--- src/rtl/aes_frame_tx.sv ---
`default_nettype none
// ============================================================================
// Module   : aes_frame_tx
// Function : Serialises one AES request (block, key size, key, mode) into a
//            byte stream framed by a continuous write strobe.
// Revision : 1.0 - initial release
// ============================================================================
module aes_frame_tx #(
    parameter logic [7:0] ENC_CODE = 8'h01,
    parameter logic [7:0] DEC_CODE = 8'h00
) (
    input  logic         clk,
    input  logic         reset,
    input  logic         start,
    input  logic [127:0] block,
    input  logic [255:0] key,
    input  logic [1:0]   key_len,
    input  logic         encrypt,
    output logic         we,
    output logic [7:0]   Indata,
    output logic         busy,
    output logic         done,
    output logic         err
);
    typedef enum logic [2:0] {
        S_IDLE  = 3'd0,
        S_START = 3'd1,
        S_DATA  = 3'd2,
        S_KSIZE = 3'd3,
        S_KEY   = 3'd4,
        S_MODE  = 3'd5,
        S_DONE  = 3'd6
    } state_t;

    localparam logic [1:0] c_klen_illegal = 2'b11;
    localparam logic [4:0] c_data_last    = 5'd15;

    state_t       r_state;
    state_t       w_state_next;
    logic [4:0]   r_cnt;
    logic [4:0]   w_cnt_next;
    logic [127:0] r_block;
    logic [255:0] r_key;
    logic [1:0]   r_key_len;
    logic         r_encrypt;
    logic         r_we;
    logic [7:0]   r_indata;
    logic         r_busy;
    logic         r_done;
    logic         r_err;

    logic         w_accept;
    logic         w_reject;
    logic         w_we_next;
    logic [7:0]   w_indata_next;
    logic [7:0]   w_ksize;
    logic [4:0]   w_key_last;
    logic [127:0] w_block_sh;
    logic [255:0] w_key_sh;

    assign w_accept = (r_state == S_IDLE) && start && (key_len != c_klen_illegal);
    assign w_reject = (r_state == S_IDLE) && start && (key_len == c_klen_illegal);

    always_comb begin
        w_ksize    = 8'd32;
        w_key_last = 5'd31;
        case (r_key_len)
            2'b00: begin
                w_ksize    = 8'd16;
                w_key_last = 5'd15;
            end
            2'b01: begin
                w_ksize    = 8'd24;
                w_key_last = 5'd23;
            end
            default: ;
        endcase
    end

    always_comb begin
        w_state_next = r_state;
        w_cnt_next   = r_cnt;
        unique case (r_state)
            S_IDLE: begin
                if (w_accept) w_state_next = S_START;
            end
            S_START: begin
                w_state_next = S_DATA;
                w_cnt_next   = 5'd0;
            end
            S_DATA: begin
                if (r_cnt == c_data_last) begin
                    w_state_next = S_KSIZE;
                    w_cnt_next   = 5'd0;
                end else begin
                    w_cnt_next = r_cnt + 5'd1;
                end
            end
            S_KSIZE: begin
                w_state_next = S_KEY;
                w_cnt_next   = 5'd0;
            end
            S_KEY: begin
                if (r_cnt == w_key_last) begin
                    w_state_next = S_MODE;
                    w_cnt_next   = 5'd0;
                end else begin
                    w_cnt_next = r_cnt + 5'd1;
                end
            end
            S_MODE:  w_state_next = S_DONE;
            S_DONE:  w_state_next = S_IDLE;
            default: begin
                w_state_next = S_IDLE;
                w_cnt_next   = 5'd0;
            end
        endcase
    end

    // Outputs are decoded from the next state so the registered copies line up with the state.
    assign w_block_sh = r_block << {w_cnt_next, 3'b000};
    assign w_key_sh   = r_key << {w_cnt_next, 3'b000};

    always_comb begin
        w_we_next     = 1'b0;
        w_indata_next = 8'h00;
        case (w_state_next)
            S_START: w_we_next = 1'b1;
            S_DATA: begin
                w_we_next     = 1'b1;
                w_indata_next = w_block_sh[127:120];
            end
            S_KSIZE: begin
                w_we_next     = 1'b1;
                w_indata_next = w_ksize;
            end
            S_KEY: begin
                w_we_next     = 1'b1;
                w_indata_next = w_key_sh[255:248];
            end
            S_MODE: begin
                w_we_next     = 1'b1;
                w_indata_next = r_encrypt ? ENC_CODE : DEC_CODE;
            end
            default: ;
        endcase
    end

    always_ff @(posedge clk) begin
        if (reset) begin
            r_state   <= S_IDLE;
            r_cnt     <= 5'd0;
            r_block   <= '0;
            r_key     <= '0;
            r_key_len <= 2'b00;
            r_encrypt <= 1'b0;
            r_we      <= 1'b0;
            r_indata  <= 8'h00;
            r_busy    <= 1'b0;
            r_done    <= 1'b0;
            r_err     <= 1'b0;
        end else begin
            r_state <= w_state_next;
            r_cnt   <= w_cnt_next;
            if (w_accept) begin
                r_block   <= block;
                r_key     <= key;
                r_key_len <= key_len;
                r_encrypt <= encrypt;
            end
            r_we     <= w_we_next;
            r_indata <= w_indata_next;
            r_busy   <= (w_state_next != S_IDLE);
            r_done   <= (w_state_next == S_DONE);
            r_err    <= w_reject;
        end
    end

    assign we     = r_we;
    assign Indata = r_indata;
    assign busy   = r_busy;
    assign done   = r_done;
    assign err    = r_err;

endmodule
`default_nettype wire

--- config.mk ---
export PLATFORM = sky130hd
export DESIGN_NAME = aes_frame_tx
export DESIGN_NICKNAME = d
export VERILOG_FILES = /design/src/rtl/aes_frame_tx.sv
export SDC_FILE = /design/constraint.sdc
export NUM_CORES = 1
export LEC_CHECK = 0
export ABC_AREA = 1
export BUFFER_PORTS_ARGS = -buffer_cell sky130_fd_sc_hd__buf_2
export CAP_MARGIN = 10
export CELL_PAD_IN_SITES_DETAIL_PLACEMENT = 0
export CELL_PAD_IN_SITES_GLOBAL_PLACEMENT = 1
export CORE_MARGIN = 2
export CORE_UTILIZATION = 39
export CTS_CLUSTER_SIZE = 12
export DETAILED_ROUTE_END_ITERATION = 8
export PLACE_DENSITY = 0.76
export SLEW_MARGIN = 20
export SYNTH_ARGS = -nofsm -noshare
export SYNTH_HDL_FRONTEND = slang
export SYNTH_SLANG_ARGS = --single-unit
--- constraint.sdc ---
create_clock -name clk -period 5.1 [get_ports clk]
set_clock_uncertainty 0.1 [all_clocks]
set_input_delay 0.51 -clock clk [delete_from_list [all_inputs] [get_ports clk]]
set_output_delay 0.51 -clock clk [all_outputs]
set_load 0.01 [all_outputs]
==> reports/metrics.cfg, run 1 <==
[sta]
fin_crit_sh = 0.791
tns_ns = 0
slew_violations = 0
fin_crit_ns = 4.03
worst_pin_slew_ns = 1.13
maxSlewHeadroom = 0.246
clock.fmax_ghz = 0.248
finalHoldViolCount = 0
whs_ns = 0.0894
setup_viol = 0
rsz0062_at_grt = no

[worst_setup_path]
reg2reg_to = Indata[3]
cp.required_ns = 5.49
path_class = reg -> reg
cp-end-kind = flop
critPathMaxFanout = 47
r2r-start = r_cnt[0]
worstRegToRegCells = 16
startpoint_type = flop
worstPathArrival_ns = 4.42
rrSetupSlack_ns = 1.07

[power_and_ir_drop]
p_leak_nw = 8.50
pwr-share-clk = 0.403
swShare = 0.292
p_per_area_mw_per_mm2 = 374
p_sw_mw = 2.44
power.total_mw = 8.36
seqPwrFrac = 0.428
power_frac_comb = 0.169
peakVddDrop_uv = 240
intPower_mw = 5.92

[die]
dieWidth_um = 223
start_util = 0.394
core_area_mm2 = 0.0476
io_pins = 402
dieArea_mm2 = 0.0500
row_count = 80
die_h_um = 223

[placement]
port_buffers = 401
dp_cells = 3453
dp_hpwl_um = 45800
dpl_cell_area_mm2 = 0.0208
place.gp.congestion = 0.901

[clock_tree]
hold_buffers = 0
cts_tree = built
htreeDepth = 2
clock-sinks = 407
cts_made_buffers = 46
post-cts-setup-buffers = 0
clkLatencyLatePin_ns = 0.58
path_clk_slew_ns = 0.06
cts_resized = 0
cts_root_buf = clkbuf_16
cts_buffer_depth = 3

[final_layout]
final_common_cell = nand2_1
mostFrequentLayoutCells = 593 x nand2_1, 407 x dfxtp_1, 400 x buf_2
stdcell_count = 3536
final_area_mm2 = 0.0224
final_nets = 3280
regArea_mm2 = 0.00815
multi_input_area_mm2 = 0.00930
areaGrowthSynthToFinish_pct = 19.1
fillerInstances = 4912
layout-drive-gt1-share = 0.178

[grt]
grt_usage = 0.274
grt_overflow = 0
grt_max_degree = 253
first_global_vias = 18500
grt_antenna_before_repair = 1
grt_pass1_wl_um = 108000

[run_status]
status = finished clean

[hold_path]
hold_depth = 3
whs_endpoint = r_block[71]
hp-start = block[71]
hold_path_class = in -> reg

[yosys]
yosys_register_bits = 407
synthesis.nets = 3078
netlist_instances = 2685
synth_area_mm2 = 0.0188
ys_seq_area_frac = 0.434
synth.avg_cell_area_um2 = 7.00
yosysWarningCount = 0
synth_cell_type_count = 28

[routing]
vias = 20000
post_drt_wl_per_cell_um = 20.1
wl_met1_um = 32300
top_layer_used = met4
ant_nets = 0
drtIter0Drc = 2215
route.met3.wl_um = 5360
drcViolationCount = 0
viasPerCell = 5.67
wl_met2_um = 31200
drt_pass1_iterations = 6
routed_wl_um = 70900

[job]
cap_violations = 0

power groups by stage:
stage / combinational (mW) / sequential [mW] / clock, mW
6_report: 1.41 / 3.58 / 3.37
5_1_grt: 1.57 / 3.60 / 3.57
2_1_floorplan: 0.930 / 3.60 / 0
3_5_place_dp: 1.40 / 3.64 / 0
3_3_place_gp: 1.38 / 3.64 / 0
4_1_cts: 1.41 / 3.58 / 3.42
state kept, by name, indices dropped and copies added, names as in the netlist:
name       cells
r_key        256
r_block      128
Indata         8
r_cnt          5
r_state        3
r_key_len      2
busy           1
done           1
err            1
r_encrypt      1
we             1
Yosys cell counts, drive strengths merged:
| library cell | number | share of area |
|---|---|---|
| nor4 | 1 | 0.0011 |
| ha | 3 | 0.0020 |
| a21oi | 393 | 0.10 |
| a31oi | 1 | 0.00033 |
| inv | 84 | 0.017 |
| o211ai | 34 | 0.014 |
| nor3 | 1 | 0.00053 |
| o21ai | 390 | 0.10 |
| nand2 | 597 | 0.12 |
| buf | 82 | 0.021 |
| nand3 | 328 | 0.088 |
| nor2 | 25 | 0.0062 |
| a211oi | 2 | 0.00080 |
| nand4 | 145 | 0.048 |
| clkbuf | 189 | 0.038 |
| a22o | 1 | 0.00047 |
| a211o | 1 | 0.00047 |
| dfxtp | 407 | 0.43 |
| and2 | 1 | 0.00033 |
through the flow:
stage,setup WS [ns],utilization
2_1_floorplan,2.64,-
3_3_place_gp,1.26,0.437
3_5_place_dp,1.11,0.437
4_1_cts,1.08,0.469
5_1_grt,0.798,0.470
6_report,1.07,0.470
per-layer routing:
layer  track usage  vias up
met3        0.0500       94
li1              -     9677
met2         0.412      801
met1         0.396     9475
met5             0        -
met4        0.0828        0
cell type report:
type,instances,area share
Antenna cell,1,0.000112
Clock buffer,69,0.0616
Clock inverter,12,0.00643
Inverter,84,0.0142
Multi-Input combinational cell,1923,0.416
Sequential cell,407,0.364
Tap cell,615,0.0344
Timing Repair Buffer,425,0.103
kinds of logic (layout without fill, tap and decap cells):
| group | Yosys count | in the layout | synth area share |
|---|---|---|---|
| compound gates | 822 | 822 | 0.224 |
| fa+ha+maj | 3 | 3 | 0.00200 |
| buf+inv | 355 | 590 | 0.0760 |
| flops | 407 | 407 | 0.434 |
| other cells | 0 | 1 | 0 |
| simple gates | 1098 | 1098 | 0.264 |
critical path: stages (launching register included):
cell and delay (ns):
dfxtp_1 0.52, ha_1 0.23, nand2_1 0.08, nor2_2 0.15
ha_1 0.17, inv_1 0.09, nand3_4 0.49, nand3_4 0.55
inv_1 0.64, nand2_1 0.10, nand3_1 0.10, nand3_1 0.11
nand3_1 0.11, nand2_1 0.06, nand2_1 0.10, nand3_1 0.13
a21oi_1 0.18
worst max-delay path by stage:
stage | from | end | slack [ns] | cells past startpoint
4_1_cts | r_cnt[0] | Indata[3] | 1.08 | 16
5_1_grt | r_cnt[0] | Indata[3] | 0.80 | 16
2_1_floorplan | r_cnt[0] | Indata[7] | 2.64 | 15
3_5_place_dp | r_cnt[0] | Indata[3] | 1.11 | 16
3_3_place_gp | r_cnt[0] | Indata[3] | 1.26 | 16
6_report | r_cnt[0] | Indata[3] | 1.07 | 16
No activity file was read; power rests on OpenSTA's default activity.
==> inputs of run 2 (changes only) <==
--- a/config.mk
+++ b/config.mk
@@ -11,10 +11,10 @@
 export CELL_PAD_IN_SITES_DETAIL_PLACEMENT = 0
 export CELL_PAD_IN_SITES_GLOBAL_PLACEMENT = 1
 export CORE_MARGIN = 2
-export CORE_UTILIZATION = 39
+export CORE_UTILIZATION = 35
 export CTS_CLUSTER_SIZE = 12
 export DETAILED_ROUTE_END_ITERATION = 8
-export PLACE_DENSITY = 0.76
+export PLACE_DENSITY = 0.72
 export SLEW_MARGIN = 20
 export SYNTH_ARGS = -nofsm -noshare
 export SYNTH_HDL_FRONTEND = slang
==> constraint.sdc (replaced) <==
create_clock -name clk -period 3.6 [get_ports clk]
set_clock_uncertainty 0.1 [all_clocks]
set_input_delay 0.36 -clock clk [delete_from_list [all_inputs] [get_ports clk]]
set_output_delay 0.36 -clock clk [all_outputs]
set_load 0.01 [all_outputs]
==> run 2 against run 1 <==
Fmax increased by 29%. Sequential share of layout area decreased by 4.8 points. Final cell count is 11% higher. Worst hold slack worse by 0.075 ns. Power increased by 43%. Combinational power increased by 64%. Cell area grew 15%. Routed wire length grew 9.1%. Setup slack worse by 0.60 ns. Sequential power is 42% higher. Via count is 6.8% higher. Largest power group unchanged.
==> reports/metrics.cfg, run 2 (synthesis gave the netlist of run 1 again) <==
[run_status]
status = finished clean  ; unchanged

[final_layout]
largest_register_ffs = 256  ; unchanged
final_common_cell = nand2_1  ; unchanged
layout-drive-gt1-share = 0.161  ; was 0.178
final_core_util = 0.487  ; was 0.470
final_area_mm2 = 0.0258  ; was 0.0224 mm²
mostFrequentLayoutCells = 593 x nand2_1, 407 x dfxtp_1, 400 x buf_2  ; unchanged
stdcell_count = 3940  ; was 3536
regMostFlops = r_key  ; unchanged
fillerInstances = 5238  ; was 4912
final_nets = 3611  ; was 3280
multi_input_area_mm2 = 0.00929  ; was 0.00930 mm²
areaGrowthSynthToFinish_pct = 37.1  ; was 19.1%
regArea_mm2 = 0.00815  ; unchanged

[worst_setup_path]
worstRegToRegCells = 15  ; was 16
crit_path_frequent_cell = nand3_1
worst-path-buf-inv = 2  ; unchanged
cp-end-kind = flop  ; unchanged
cp_slowest_cell = dfxtp_1  ; was inv_1
r2r-start = r_cnt[0]  ; unchanged
cp.required_ns = 4.00  ; was 5.49 ns
critPathMaxFanout = 116  ; was 47
slowest_delay_ns = 0.50  ; was 0.64 ns
rrSetupSlack_ns = 0.47  ; was 1.07 ns
path_class = reg -> reg  ; unchanged
crit_chain = ha_1 -> nand2_1 -> nor2_2 -> ha_1 -> inv_1 -> nand3_4 -> buf_12 -> nand4_1 -> nand3_1 -> nand3_1 -> nand3_1 -> nand2_1 -> nand2_1 -> nand3_1 -> a21oi_1  ; was ha_1 -> nand2_1 -> nor2_2 -> ha_1 -> inv_1 -> nand3_4 -> nand3_4 -> inv_1 -> nand2_1 -> nand3_1 -> nand3_1 -> nand3_1 -> nand2_1 -> nand2_1 -> nand3_1 -> a21oi_1
startpoint_type = flop  ; unchanged
crit_path_start = r_cnt[0]  ; unchanged
worstPathArrival_ns = 3.53  ; was 4.42 ns
reg2reg_to = Indata[6]  ; was Indata[3]
crit_family = simple AND/OR/NAND/NOR gates  ; unchanged

[routing]
drt_pass1_iterations = 6  ; unchanged
post_drt_wl_per_cell_um = 19.6  ; was 20.1 µm
drtIter0Drc = 2079  ; was 2215
vias = 21400  ; was 20.0k
viasPerCell = 5.43  ; was 5.67
ant_nets = 0  ; unchanged
routed_wl_um = 77400  ; was 70900 µm
drcViolationCount = 0  ; unchanged

[power_and_ir_drop]
p_leak_nw = 9.89  ; was 8.50 nW
peakVddDrop_uv = 304  ; was 240 µV
pwr-share-clk = 0.385  ; was 0.403
intPower_mw = 8.45  ; was 5.92 mW
power_frac_comb = 0.193  ; was 0.169
p_per_area_mw_per_mm2 = 466  ; was 374 mW/mm²
p_sw_mw = 3.54  ; was 2.44 mW
swShare = 0.295  ; was 0.292
power.total_mw = 12.0  ; was 8.36 mW
seqPwrFrac = 0.423  ; was 0.428

[sta]
setup_viol = 0  ; unchanged
maxSlewHeadroom = 0.223  ; was 0.246
slew_violations = 0  ; unchanged
clock.fmax_ghz = 0.320  ; was 0.248 GHz
fin_crit_sh = 0.869  ; was 0.791
worst_pin_slew_ns = 1.17  ; was 1.13 ns
setup_ws_ns = 0.471  ; was 1.07 ns
fin_crit_ns = 3.13  ; was 4.03 ns
tns_ns = 0  ; unchanged
whs_ns = 0.0149  ; was 0.0894 ns
rsz0062_at_grt = no  ; unchanged
finalHoldViolCount = 0  ; unchanged

[clock_tree]
htreeDepth = 2  ; unchanged
cts_made_buffers = 45  ; was 46
post-cts-setup-buffers = 0  ; unchanged
cts_buffer_depth = 3  ; unchanged
clkLatencyLatePin_ns = 0.59  ; was 0.58 ns
cts_tree = built  ; unchanged
path_clk_slew_ns = 0.06  ; about the same
cts_root_buf = clkbuf_16  ; unchanged
clock-sinks = 407  ; unchanged

[die]
dieArea_mm2 = 0.0556  ; was 0.0500 mm²
row_count = 84  ; was 80
die_h_um = 236  ; was 223 µm
start_util = 0.355  ; was 0.394
dieWidth_um = 236  ; was 223 µm
io_pins = 402  ; unchanged
core_area_mm2 = 0.0529  ; was 0.0476 mm²

[placement]
dp_cells = 3535  ; was 3453
port_buffers = 401  ; unchanged
dp_hpwl_um = 48000  ; was 45800 µm
dp_slack_ns = 0.458  ; was 1.11 ns
place.gp.congestion = 0.871  ; was 0.901
dpl_cell_area_mm2 = 0.0211  ; was 0.0208 mm²

[grt]
grt_antenna_before_repair = 3  ; was 1
grt_max_degree = 257  ; was 253
grt_overflow = 0  ; unchanged
grt_pass1_wl_um = 118000  ; was 108000 µm
grt_usage = 0.267  ; was 0.274
first_global_vias = 20500  ; was 18.5k

[job]
cap_violations = 0  ; unchanged

[hold_path]
hp-start = block[70]  ; was block[71]
hold_depth = 3  ; unchanged
hold_path_class = in -> reg  ; unchanged
whs_endpoint = r_block[70]  ; was r_block[71]

## run 2: what timing repair did
| item | in CTS | in global routing |
|---|---|---|
| hold endpoints to repair | 323 | 0 |
| hold buffers | 324 | 0 |
| endpoints found under the setup margin | 0 | 0 |
| gates resized for setup | 0 | 0 |
## run 2: worst max-delay path by stage
stage                endpoint  slack [ns]  depth (start not counted)
floorplan           Indata[7]        1.14                         15
global placement    Indata[4]        0.50                         17
detailed placement  Indata[4]        0.46                         17
CTS                 Indata[4]        0.45                         17
global route        Indata[6]        0.18                         15
finish              Indata[6]        0.47                         15
## run 2: worst register-to-register path, delay by kind of cell (launching register included)
family / cells / cell delay [ns]
AND/OR/NAND/NOR: 10 / 1.41
flip-flops: 1 / 0.50
buffers and inverters: 2 / 0.49
adder cells (fa/ha/maj): 2 / 0.38
AO/OA/AOI/OAI: 1 / 0.17
## run 2: final cells by class
type,instances,share of cell area
clock inverter,12,0.00539
inverter,84,0.0122
multi-input combinational,1923,0.361
sequential,407,0.316
timing repair buffer,757,0.221
clock buffer,67,0.0512
tap,688,0.0334
antenna,2,0.000194
## run 2: power by group through the flow
| stage | Sequential [mW] | Clock (mW) | Combinational, mW |
|---|---|---|---|
| 3_3_place_gp | 5.16 | 0 | 2.00 |
| 5_1_grt | 5.10 | 4.88 | 2.55 |
| 2_1_floorplan | 5.10 | 0 | 1.32 |
| 4_1_cts | 5.07 | 4.71 | 2.29 |
| 3_5_place_dp | 5.16 | 0 | 2.01 |
| 6_report | 5.07 | 4.61 | 2.31 |
## run 2: routing by layer
layer	part of all wire	vias up	GRT usage
li1	-	10400	-
met1	0.45	10100	0.369
met2	0.45	765	0.418
met3	0.058	161	0.0379
met4	0.039	0	0.112
met5	0	-	0
